--- config.mk ---
export PLATFORM = sky130hd
export DESIGN_NAME = vga_scan_driver
export DESIGN_NICKNAME = d
export VERILOG_FILES = /design/src/rtl/vga_scan_driver.sv
export SDC_FILE = /design/constraint.sdc
export NUM_CORES = 1
export LEC_CHECK = 0
export CORE_MARGIN = 8
export CORE_UTILIZATION = 48
export CTS_BUF_LIST = sky130_fd_sc_hd__clkbuf_8 sky130_fd_sc_hd__clkbuf_16
export DETAILED_ROUTE_END_ITERATION = 8
export HOLD_SLACK_MARGIN = 0.1
export PLACE_DENSITY = 0.75
export SYNTH_ARGS = -nofsm -noshare
export SYNTH_HDL_FRONTEND = slang
export SYNTH_SLANG_ARGS = --single-unit
--- constraint.sdc ---
create_clock -name clk -period 5.8 [get_ports clk]
set_input_delay 1.16 -clock clk [delete_from_list [all_inputs] [get_ports clk]]
set_output_delay 1.16 -clock clk [all_outputs]
set_load 0.005 [all_outputs]
--- src/rtl/vga_scan_driver.sv ---
// vga_scan_driver: 640x480@60 raster timing and downscaled x/y source.
// Registers blank-gated colour and active-low syncs one pixel tick late.
module vga_scan_driver #(
  parameter int CLK_DIV     = 2,
  parameter int H_ACTIVE    = 640,
  parameter int H_FP        = 16,
  parameter int H_SYNC      = 96,
  parameter int H_BP        = 48,
  parameter int V_ACTIVE    = 480,
  parameter int V_FP        = 10,
  parameter int V_SYNC      = 2,
  parameter int V_BP        = 33,
  parameter int SCALE_SHIFT = 2
) (
  input  logic       clk,
  input  logic       reset,
  input  logic [2:0] color,
  output logic [7:0] x,
  output logic [6:0] y,
  output logic       hsync,
  output logic       vsync,
  output logic [2:0] rgb,
  output logic       video_on,
  output logic       frame_start
);

  localparam int H_TOTAL = H_ACTIVE + H_FP + H_SYNC + H_BP;
  localparam int V_TOTAL = V_ACTIVE + V_FP + V_SYNC + V_BP;
  localparam int HW = $clog2(H_TOTAL);
  localparam int VW = $clog2(V_TOTAL);
  localparam int DW = (CLK_DIV > 1) ? $clog2(CLK_DIV) : 1;
  localparam int HS_LO = H_ACTIVE + H_FP;
  localparam int HS_HI = H_ACTIVE + H_FP + H_SYNC - 1;
  localparam int VS_LO = V_ACTIVE + V_FP;
  localparam int VS_HI = V_ACTIVE + V_FP + V_SYNC - 1;

  logic [DW-1:0] div_q, div_d;
  logic [HW-1:0] hcount_q, hcount_d;
  logic [VW-1:0] vcount_q, vcount_d;
  logic [2:0]    rgb_q, rgb_d;
  logic          video_on_q, video_on_d;
  logic          hsync_q, hsync_d;
  logic          vsync_q, vsync_d;
  logic          tick;
  logic          active;
  logic          h_end;
  logic          v_end;

  assign tick   = (div_q == DW'(CLK_DIV - 1));
  assign h_end  = (hcount_q == HW'(H_TOTAL - 1));
  assign v_end  = (vcount_q == VW'(V_TOTAL - 1));
  assign active = (hcount_q < HW'(H_ACTIVE))
               && (vcount_q < VW'(V_ACTIVE));

  // Pixel divider and raster counters advance on each tick.
  always_comb begin
    div_d    = div_q;
    hcount_d = hcount_q;
    vcount_d = vcount_q;
    if (tick) begin
      div_d = '0;
      if (h_end) begin
        hcount_d = '0;
        vcount_d = v_end ? '0 : vcount_q + 1'b1;
      end else begin
        hcount_d = hcount_q + 1'b1;
      end
    end else begin
      div_d = div_q + 1'b1;
    end
  end

  // Output stage captures the current pixel once per tick.
  always_comb begin
    rgb_d      = rgb_q;
    video_on_d = video_on_q;
    hsync_d    = hsync_q;
    vsync_d    = vsync_q;
    if (tick) begin
      rgb_d      = active ? color : 3'd0;
      video_on_d = active;
      hsync_d    = ~((hcount_q >= HW'(HS_LO))
                  && (hcount_q <= HW'(HS_HI)));
      vsync_d    = ~((vcount_q >= VW'(VS_LO))
                  && (vcount_q <= VW'(VS_HI)));
    end
  end

  // State registers with synchronous reset.
  always_ff @(posedge clk) begin
    if (reset) begin
      div_q      <= '0;
      hcount_q   <= '0;
      vcount_q   <= '0;
      rgb_q      <= '0;
      video_on_q <= 1'b0;
      hsync_q    <= 1'b1;
      vsync_q    <= 1'b1;
    end else begin
      div_q      <= div_d;
      hcount_q   <= hcount_d;
      vcount_q   <= vcount_d;
      rgb_q      <= rgb_d;
      video_on_q <= video_on_d;
      hsync_q    <= hsync_d;
      vsync_q    <= vsync_d;
    end
  end

  assign x = active ? 8'(hcount_q >> SCALE_SHIFT) : 8'd0;
  assign y = active ? 7'(vcount_q >> SCALE_SHIFT) : 7'd0;

  assign frame_start = tick && !reset
                    && (hcount_q == '0) && (vcount_q == '0);

  assign rgb      = rgb_q;
  assign video_on = video_on_q;
  assign hsync    = hsync_q;
  assign vsync    = vsync_q;

endmodule

# Word level (Yosys, flattened, before mapping)
# Index checks and enable logic that the tools add are counted.
dict set report word_totals {
  register_bits 27
  out_inout_bits 22
}
dict set report classes {
  n_addsub 3
  order_cmp 6
  n_eq_ne 2
  muxes 5
  bitwise 2
  reduce_logical 11
}
# operator count
set op_table {}
lappend op_table {{10-bit by 1-bit adder with 10-bit output (second input constant)} 2}
lappend op_table {{10-bit equality test (second input constant)} 2}
lappend op_table {{10-bit logical NOT} 2}
lappend op_table {{10-bit 2-to-1 mux} 2}
lappend op_table {{10-bit greater-or-equal comparator (second input constant)} 1}
lappend op_table {{10-bit by 9-bit greater-or-equal comparator with 1-bit output (second input constant)} 1}
lappend op_table {{10-bit <= comparator (second input constant)} 1}
lappend op_table {{10-bit by 9-bit <= comparator with 1-bit output (second input constant)} 1}
lappend op_table {{10-bit < comparator (second input constant)} 1}
lappend op_table {{10-bit by 9-bit < comparator with 1-bit output (second input constant)} 1}
lappend op_table {{8-bit 2-to-1 mux} 1}
lappend op_table {{7-bit 2-to-1 mux} 1}
lappend op_table {{1-bit logical AND} 6}
lappend op_table {{3-bit 2-to-1 mux} 1}
lappend op_table {{1-bit NOT} 2}
lappend op_table {{2-bit AND reduction} 1}
lappend op_table {{2-bit OR reduction} 1}
lappend op_table {{1-bit adder (second input constant)} 1}
lappend op_table {{1-bit logical NOT} 1}

# Depth between registers and ports, before layout
# Gate-level depths: netlist of run 1.
dict set report logic_depth {
  word_depth 4
  depth_mapped 6
  depth_no_buf 6
}

# Least setup slack after synthesis of run 1
# Ideal clock, no wire load.
dict set report synth_path {
  path_kind {input to output}
  from {input port reset}
  to {output port frame_start}
  arrival_ns 1.595
  t_required_ns 4.640
  slack_ns 3.045
  stages 3
  cell_sequence {nor3b_1 -> nand4_1 -> nor2_1}
}
dict set report synth_via {
  elab_chain_len 4
}
# element line_no
set synth_lines {}
lappend synth_lines {{start, declared} 16} ;# input logic reset,
lappend synth_lines {{1-bit logical NOT} 113} ;# assign frame_start = tick && !reset
lappend synth_lines {{1-bit logical AND} 113}
lappend synth_lines {{1-bit logical AND (2 in a row)} 114} ;# && (hcount_q == '0) && (vcount_q == '0);
lappend synth_lines {{end, declared} 24} ;# output logic frame_start
# No other way between the ends.

# Worst setup path in the final report of run 1
# Ends and elaborated chain as after synthesis.

==> impl_metrics.csv, run 1 <==
group,metric,value,unit
run_status,status,"finished clean",
floorplanning,fp.coreArea,2780,sq um
critical_path,critical_path_class,"in -> out",
synth,synthDistinctLibCells,38,
placement,globalplace.congestion,0.846,
clock_network,clkTransAtPathRegs,90,ps
sta,slew_violations,0,
clock_network,worstSkewPairLatency,270,ps
sta,fin_skew,3.17,ps
critical_path,worst_setup_path_end_kind,"primary output",
synth,ys_seq_area_frac,0.380,
grt,grt_max_degree,22,
sta,fmax,232,MHz
layout,layout.nets,204,
power_and_ir_drop,ir_worst_vdd,136,uV
sta,finalSetupViolations,0,
synth,synth.avg_cell_area,8.23,sq um
placement,dp.cells,221,
critical_path,rr_startpoint,"div_q$_SDFF_PP0_",
route,dr_total_vias,1328,
clock_network,hold_buffers,0,
placement,port_buffers,26,
floorplanning,die_area,4970,sq um
synth,synth-compound-area-share,0.0835,
sta,min_period_over_period,0.743,
clock_network,clock_path_buffers,2,
floorplanning,fp.dieW,70.5,microns
clock_network,cts_setup_buffers,0,
run,maxCapViolCount,0,
sta,max_slew_margin,0.449,
floorplanning,pin_count,27,
power_and_ir_drop,p_leak,0.608,nW
floorplanning,initial_utilization,0.512,
clock_network,post_cts_resized,0,
floorplanning,die_h,70.5,microns
placement,dp_hpwl,2540,microns
synth,async_reset_ff_frac,0,
worst_hold_path,hp-start,"rgb[1]$_SDFFE_PP0P_",
clock_network,cts_tree,"done",
synth,synth_simple_gate_area_frac,0.366,
critical_path,crit_path_start,"reset",
route,ant_nets,0,
route,vias_per_cell,5.90,
synth,synth_edf_count,0,
layout,fin_cells,225,
clock_network,cts_root_buffer,"clkbuf_8",
clock_network,cts.sinks,27,
sta,setup_slack,1490,ps
layout,antenna_cells,0,
sta,rsz0062_at_grt,"no",
synth,muxShareOfSynthArea,0.0220,
grt,antenna_found_initial,0,
placement,dp_slack,1470,ps
synth,yosysWarnings,0,
sta,tns,0,ps
synth,synth_xor_area_frac,0.0677,
sta,fin_crit,4310,ps
synth,synthAdderAreaFrac,0.0351,
synth,syn_inst,173,
grt,grt_usage,0.137,
synth,synth_top_family_by_area,"simple AND/OR/NAND/NOR gates",
clock_network,h-tree-depth,1,
synth,ys.flop_type,"dfxtp_1",
sta,finalHoldViolCount,0,
route,first_iter_violations,76,
critical_path,crit_required,4640,ps
route,wl,3490,microns
route,drc,0,
layout,nFillCells,253,
layout,drive_gt1_frac,0.0412,
grt,grt_pass1_vias,1251,
synth,syn_area,1420,sq um
synth,syn_nets,182,
worst_hold_path,hp-class,"reg -> reg",
route,wl_per_cell,15.5,microns
layout,syn2layout_area_growth,21.8,%
route,drt_pass1_iterations,4,
layout,fin_area,1730,sq um
power_and_ir_drop,p_per_area,183,nW/um^2
placement,dpl-instance-area,1690,sq um
sta,worst_pin_slew,820,ps
synth,ys_seq_elements,27,
critical_path,worstPathArrival,3150,ps
floorplanning,rows,19,
critical_path,path_max_fanout,21,
grt,grt_first_pass_wirelength,5870,microns
grt,grt-ovfl-total,0,
clock_network,cts_buffers,3,
critical_path,critPathLaunchType,"input port",
## per-layer routing
layer / track usage / share of wire / up-vias
li1: - / - / 650
met1: 0.167 / 0.44 / 636
met2: 0.228 / 0.48 / 38
met3: 0.0353 / 0.064 / 4
met4: 0.0446 / 0.012 / 0
met5: 0 / 0 / -
## cell usage after synthesis (all sizes together), types with 2 or more instances
master | number | area share
xnor2 | 4 | 0.025
nor2 | 14 | 0.037
a21oi | 10 | 0.035
and2 | 16 | 0.070
or4 | 3 | 0.018
nor4 | 5 | 0.022
and4 | 4 | 0.025
nand2b | 4 | 0.018
ha | 4 | 0.035
nand3 | 13 | 0.046
inv | 6 | 0.016
nand4 | 3 | 0.013
xor2 | 7 | 0.043
dfxtp | 27 | 0.38
nor3 | 10 | 0.035
or3 | 2 | 0.0088
o21ai | 3 | 0.011
clkbuf | 7 | 0.020
mux2i | 2 | 0.014
buf | 3 | 0.0097
and3 | 4 | 0.018
nand2 | 8 | 0.021
o31ai | 3 | 0.016
## worst paths after layout
kind,endpoint,slack [ps],cells past startpoint
hold / removal,rgb[1]$_SDFFE_PP0P_,480,2
setup / recovery,frame_start,1490,5
setup reg to reg,vcount_q[5]$_SDFFE_PP0P_,3410,4
hold reg to reg,rgb[1]$_SDFFE_PP0P_,480,2
## logic make-up (layout without fill, tap and decap cells)
kind of cell,count (synthesis),count (layout)
and+or+nand+nor,92,92
DFF,27,27
AOI/OAI and AO/OA,20,20
buffers and inverters,16,37
xor gates and xnor gates,11,11
adders and majority gates,4,4
muxes,3,3
## metrics by stage
step | hold WS [ps] | util | power, mW
6_report | 477 | 0.623 | 0.318
5_1_grt | 496 | 0.623 | 0.328
4_1_cts | 481 | 0.623 | 0.319
3_5_place_dp | 466 | 0.607 | 0.216
3_3_place_gp | 458 | 0.607 | 0.215
2_1_floorplan | 466 | - | 0.206
## sequential cells by signal (all words and copies together) (netlist names)
| signal | count |
|---|---|
| hcount_q | 10 |
| div_q | 1 |
| hsync | 1 |
| video_on | 1 |
| vcount_q | 10 |
| vsync | 1 |
| rgb | 3 |
## power by group
| part | internal (mW) | leakage (nW) | switching (mW) |
|---|---|---|---|
| Clock | 0.0481 | 0.0255 | 0.0582 |
| Combinational | 0.0109 | 0.363 | 0.00794 |
| Sequential | 0.188 | 0.219 | 0.00413 |
## worst max-delay path: stages
cell and delay, ps:
clkdlybuf4s50_1 790, nor3b_1 410, nand4_1 120, nor2_1 130
clkdlybuf4s50_1 530
## placed cells by master, fill, tap and decap left out, types with 2 or more instances in the layout
cell             synthesis  final
dfxtp_1                 27     27
clkdlybuf4s50_1          0     26
and2_1                  16     16
nor2_1                  14     14
nand3_1                 13     13
nor3_1                  10     10
a21oi_1                 10     10
nand2_1                  8      8
xor2_1                   7      7
inv_1                    6      6
nor4_1                   5      5
and4_1                   4      4
nand2b_1                 4      4
xnor2_1                  4      4
ha_1                     4      4
nand4_1                  3      3
o31ai_1                  3      3
and3_1                   3      3
o21ai_0                  3      3
clkbuf_8                 0      3
or4_1                    2      2
or3_1                    2      2
mux2i_1                  2      2
## cell type report
| cell class | count | area (sq um) | share of cell area |
|---|---|---|---|
| inverters | 6 | 22.5 | 0.0130 |
| clock inverters | 1 | 5.00 | 0.00289 |
| well taps | 31 | 38.8 | 0.0224 |
| clock buffers | 3 | 41.3 | 0.0238 |
| multi-input cells | 130 | 818 | 0.472 |
| flip-flops and latches | 27 | 541 | 0.312 |
| repair buffers | 27 | 268 | 0.154 |
Note: power is estimated with default switching activity, not from simulation.
==> run 2: changes to the inputs <==
--- a/config.mk
+++ b/config.mk
@@ -6,7 +6,7 @@
 export NUM_CORES = 1
 export LEC_CHECK = 0
 export CORE_MARGIN = 8
-export CORE_UTILIZATION = 48
+export CORE_UTILIZATION = 46
 export CTS_BUF_LIST = sky130_fd_sc_hd__clkbuf_8 sky130_fd_sc_hd__clkbuf_16
 export DETAILED_ROUTE_END_ITERATION = 8
 export HOLD_SLACK_MARGIN = 0.1
==> constraint.sdc (replaced) <==
create_clock -name clk -period 3.5 [get_ports clk]
set_input_delay 0.7 -clock clk [delete_from_list [all_inputs] [get_ports clk]]
set_output_delay 0.7 -clock clk [all_outputs]
set_load 0.005 [all_outputs]
==> impl_metrics.csv, run 2 (synthesis results as in run 1) <==
group,metric,value,unit
run,maxCapViolCount,0,
sta,worst_pin_slew,782,ps
grt,grt_max_degree,21,
critical_path,critPathBufInv,2,
clock_network,hold_buffers,0,
critical_path,cp_top_family,"simple AND/OR/NAND/NOR gates",
route,dr_total_vias,1322,
layout,fin_cells,230,
critical_path,critPathLaunchType,"flop",
floorplanning,die_h,71.6,microns
grt,grt_pass1_vias,1340,
route,wl_per_cell,14.9,microns
critical_path,rr_startpoint,"hcount_q[1]$_SDFFE_PP0P_",
floorplanning,rows,20,
sta,fin_crit,3130,ps
sta,rsz0062_at_grt,"no",
placement,globalplace.congestion,0.827,
grt,grt-ovfl-total,0,
critical_path,path_cells,"and4_1 > nor3_1 > buf_4 > and2_1 > clkdlybuf4s50_1",
layout,antenna_cells,0,
critical_path,path_max_fanout,8,
critical_path,worstSetupEndpoint,"x[2]",
critical_path,rrSetupSlack,1290,ps
route,wl,3420,microns
sta,setup_slack,369,ps
route,first_iter_violations,80,
clock_network,cts.sinks,27,
power_and_ir_drop,p_leak,0.622,nW
critical_path,cp.depth,5,
critical_path,critPathMaxStageDelay,650,ps
route,vias_per_cell,5.75,
grt,grt_usage,0.143,
critical_path,crit_path_start,"vcount_q[7]$_SDFFE_PP0P_",
layout,nFillCells,299,
clock_network,cts_tree,"done",
sta,fmax,319,MHz
clock_network,clock_path_buffers,2,
clock_network,cts_root_buffer,"clkbuf_8",
clock_network,post_cts_resized,0,
placement,dp_hpwl,2540,microns
critical_path,worstPathArrival,2430,ps
floorplanning,fp.dieW,71.6,microns
sta,finalHoldViolCount,0,
layout,fin_util,0.586,
critical_path,cpMaxStageDelayCell,"nor3_1",
layout,drive_gt1_frac,0.0558,
sta,slew_violations,0,
worst_hold_path,hp-class,"reg -> reg",
grt,antenna_found_initial,0,
power_and_ir_drop,ir_worst_vdd,158,uV
grt,grt_first_pass_wirelength,6090,microns
layout,layout.nets,207,
route,drt_pass1_iterations,4,
clock_network,worstSkewPairLatency,270,ps
floorplanning,initial_utilization,0.474,
sta,tns,0,ps
clock_network,cts_buffers,3,
sta,finalSetupViolations,0,
sta,fin_skew,5.78,ps
placement,dp.cells,226,
layout,layout_commonest_cell,"dfxtp_1",
clock_network,clkTransAtPathRegs,90,ps
critical_path,critical_path_class,"reg -> out",
placement,port_buffers,26,
critical_path,reg2reg_to,"vcount_q[2]$_SDFFE_PP0P_",
sta,max_slew_margin,0.474,
power_and_ir_drop,p_total,0.524,mW
clock_network,cts_setup_buffers,0,
critical_path,crit_required,2800,ps
route,drc,0,
floorplanning,die_area,5130,sq um
placement,dp_slack,624,ps
critical_path,reg2regPathDepth,5,
worst_hold_path,hp-start,"rgb[0]$_SDFFE_PP0P_",
layout,syn2layout_area_growth,23.6,%
power_and_ir_drop,p_per_area,298,nW/um^2
floorplanning,fp.coreArea,3000,sq um
layout,mostFrequentLayoutCells,"dfxtp_1, clkdlybuf4s50_1, and2_1",
critical_path,worst_setup_path_end_kind,"primary output",
route,ant_nets,0,
sta,min_period_over_period,0.895,
floorplanning,pin_count,27,
clock_network,h-tree-depth,1,
run_status,status,"finished clean",
## run 2: per-stage QoR
stage               hold WS [ps]  area [sq um]
floorplan                    466          1420
global placement             457          1710
detailed placement           463          1710
CTS                          478          1760
global route                 508          1760
finish                       474          1760
## run 2: final cells by class
type | count | area, sq um | share of cell area
multi-input combinational | 130 | 818 | 0.465
clock inverter | 1 | 5.00 | 0.00284
timing repair buffer | 30 | 290 | 0.165
tap | 33 | 41.3 | 0.0235
inverter | 6 | 22.5 | 0.0128
clock buffer | 3 | 41.3 | 0.0235
sequential | 27 | 541 | 0.307
## run 2: worst min-delay path, cell delays in order, from the launching register on
cell,delay [ps]
dfxtp_1,320
nand2b_1,60
a21oi_1,50
## run 2: worst min-delay path by stage
| stage | endpoint | slack (ps) | cells past startpoint |
|---|---|---|---|
| 2_1_floorplan | rgb[0]$_SDFFE_PP0P_ | 470 | 2 |
| 3_3_place_gp | rgb[2]$_SDFFE_PP0P_ | 460 | 2 |
| 3_5_place_dp | rgb[0]$_SDFFE_PP0P_ | 460 | 2 |
| 4_1_cts | rgb[0]$_SDFFE_PP0P_ | 480 | 2 |
| 5_1_grt | rgb[1]$_SDFFE_PP0P_ | 510 | 2 |
| 6_report | rgb[0]$_SDFFE_PP0P_ | 470 | 2 |
## run 2: routing by layer
metal,track usage,vias up,share of wire
met3,0.0349,4,0.049
met2,0.261,39,0.53
met4,0.0408,0,0.0064
li1,-,657,-
met1,0.157,622,0.42
met5,0,-,0
## run 2: power breakdown
part	internal, mW	total [mW]	switching (mW)
Sequential	0.312	0.315	0.00328
Clock	0.0796	0.172	0.0927
Combinational	0.0196	0.0366	0.0170
==> run 3: changes to the inputs <==
--- a/config.mk
+++ b/config.mk
@@ -9,8 +9,9 @@
 export CORE_UTILIZATION = 46
 export CTS_BUF_LIST = sky130_fd_sc_hd__clkbuf_8 sky130_fd_sc_hd__clkbuf_16
 export DETAILED_ROUTE_END_ITERATION = 8
+export GPL_TIMING_DRIVEN = 0
 export HOLD_SLACK_MARGIN = 0.1
-export PLACE_DENSITY = 0.75
+export PLACE_DENSITY = 0.83
 export SYNTH_ARGS = -nofsm -noshare
 export SYNTH_HDL_FRONTEND = slang
 export SYNTH_SLANG_ARGS = --single-unit
==> impl_metrics.csv, run 3 (synthesis results as in run 1) <==
group,metric,value,unit
sta,finalSetupViolations,0,
placement,globalplace.congestion,0.882,
sta,finalHoldViolCount,0,
clock_network,cts_tree,"done",
placement,dp.cells,232,
sta,max_slew_margin,0.466,
power_and_ir_drop,p_per_area,297,nW/um^2
critical_path,cpMaxStageDelayCell,"nor3_2",
grt,grt_pass1_vias,1200,
floorplanning,die_h,71.6,microns
critical_path,cp_top_family,"simple AND/OR/NAND/NOR gates",
critical_path,worst_setup_path_end_kind,"primary output",
sta,min_period_over_period,0.920,
worst_hold_path,holdPathStages,2,
clock_network,hold_buffers,0,
worst_hold_path,hp-class,"reg -> reg",
route,drc,0,
run,maxCapViolCount,0,
clock_network,clock_path_buffers,2,
layout,layout.nets,213,
clock_network,post_cts_resized,1,
route,wl_per_cell,13.9,microns
route,drt_pass1_iterations,4,
critical_path,critPathMaxStageDelay,550,ps
critical_path,reg2regPathDepth,6,
grt,grt-ovfl-total,0,
layout,mostFrequentLayoutCells,"dfxtp_1, clkdlybuf4s50_1, and2_1",
clock_network,cts.sinks,27,
sta,rsz0062_at_grt,"no",
grt,grt_first_pass_wirelength,5490,microns
critical_path,crit_required,2800,ps
critical_path,critPathBufInv,2,
route,dr_total_vias,1312,
critical_path,path_max_fanout,10,
sta,fin_skew,3.67,ps
layout,antenna_cells,0,
critical_path,critical_path_class,"reg -> out",
clock_network,h-tree-depth,1,
critical_path,cp.depth,5,
power_and_ir_drop,p_leak,0.631,nW
route,wl,3290,microns
clock_network,cts_root_buffer,"clkbuf_8",
clock_network,cts_setup_buffers,0,
route,vias_per_cell,5.56,
layout,fin_cells,236,
sta,slew_violations,0,
route,ant_nets,0,
sta,worst_pin_slew,793,ps
floorplanning,fp.dieW,71.6,microns
critical_path,path_cells,"and4_1 > nor3_2 > clkbuf_1 > and2_1 > clkdlybuf4s50_1",
power_and_ir_drop,ir_worst_vdd,234,uV
placement,dp_hpwl,2450,microns
clock_network,cts_buffers,3,
grt,grt_usage,0.128,
critical_path,worstPathArrival,2520,ps
layout,fin_util,0.592,
floorplanning,die_area,5130,sq um
sta,tns,0,ps
layout,drive_gt1_frac,0.0591,
floorplanning,rows,20,
clock_network,worstSkewPairLatency,270,ps
floorplanning,fp.coreArea,3000,sq um
floorplanning,initial_utilization,0.474,
layout,layout_commonest_cell,"dfxtp_1",
clock_network,clkTransAtPathRegs,90,ps
grt,grt_max_degree,16,
sta,holdWs,472,ps
sta,fmax,311,MHz
route,first_iter_violations,121,
floorplanning,pin_count,27,
sta,fin_crit,3220,ps
grt,antenna_found_initial,0,
run_status,status,"finished clean",
placement,port_buffers,26,
critical_path,critPathLaunchType,"flop",
layout,syn2layout_area_growth,24.8,%
run 3: changes by cell type in the layout (fill, tap and decap cells not counted), sizes merged:
cell,previous run,this run
buf,4,3
clkbuf,3,10
run 3: power by group:
group          total (mW)  switching [mW]  leakage (nW)  internal (mW)
clock               0.175          0.0955        0.0255         0.0798
sequential          0.315         0.00293         0.219          0.312
combinational      0.0376          0.0182         0.387         0.0194
total               0.528           0.117         0.631          0.411
run 3: layer usage:
layer / vias up / routed length (microns) / track usage
met3: 4 / 240 / 0.0349
met5: - / 0 / 0
met2: 42 / 1450 / 0.214
li1: 669 / - / -
met1: 597 / 1560 / 0.158
met4: 0 / 39 / 0.0295
run 3: final cells by class:
type | instances | area [sq um]
well taps | 33 | 41.3
inverters | 6 | 22.5
multi-input cells | 130 | 823
clock inverters | 1 | 5.00
clock buffers | 3 | 41.3
flip-flops and latches | 27 | 541
fillers | 277 | 1230
repair buffers | 26 | 260
plain buffers | 10 | 42.5
run 3: final timing paths:
| path | endpoint | startpoint | slack [ps] |
|---|---|---|---|
| worst min register to register | rgb[1]$_SDFFE_PP0P_ | rgb[1]$_SDFFE_PP0P_ | 470 |
| worst min-delay path | rgb[1]$_SDFFE_PP0P_ | rgb[1]$_SDFFE_PP0P_ | 470 |
| worst max-delay path | x[6] | vcount_q[8]$_SDFFE_PP0P_ | 280 |
| worst max register to register | vcount_q[3]$_SDFFE_PP0P_ | hcount_q[1]$_SDFFE_PP0P_ | 1310 |
run 3: tightest hold or removal path, stage by stage, from the launching register on:
cell and delay [ps]:
dfxtp_1 320, nand2b_1 60, a21oi_1 50
run 3: stage by stage:
step / power, mW / setup WS (ps) / cell area [sq um]
global placement: 0.358 / 303 / 1730
global route: 0.551 / 129 / 1780
CTS: 0.532 / 273 / 1780
finish: 0.528 / 280 / 1780
detailed placement: 0.360 / 241 / 1730
floorplan: 0.341 / 1360 / 1420
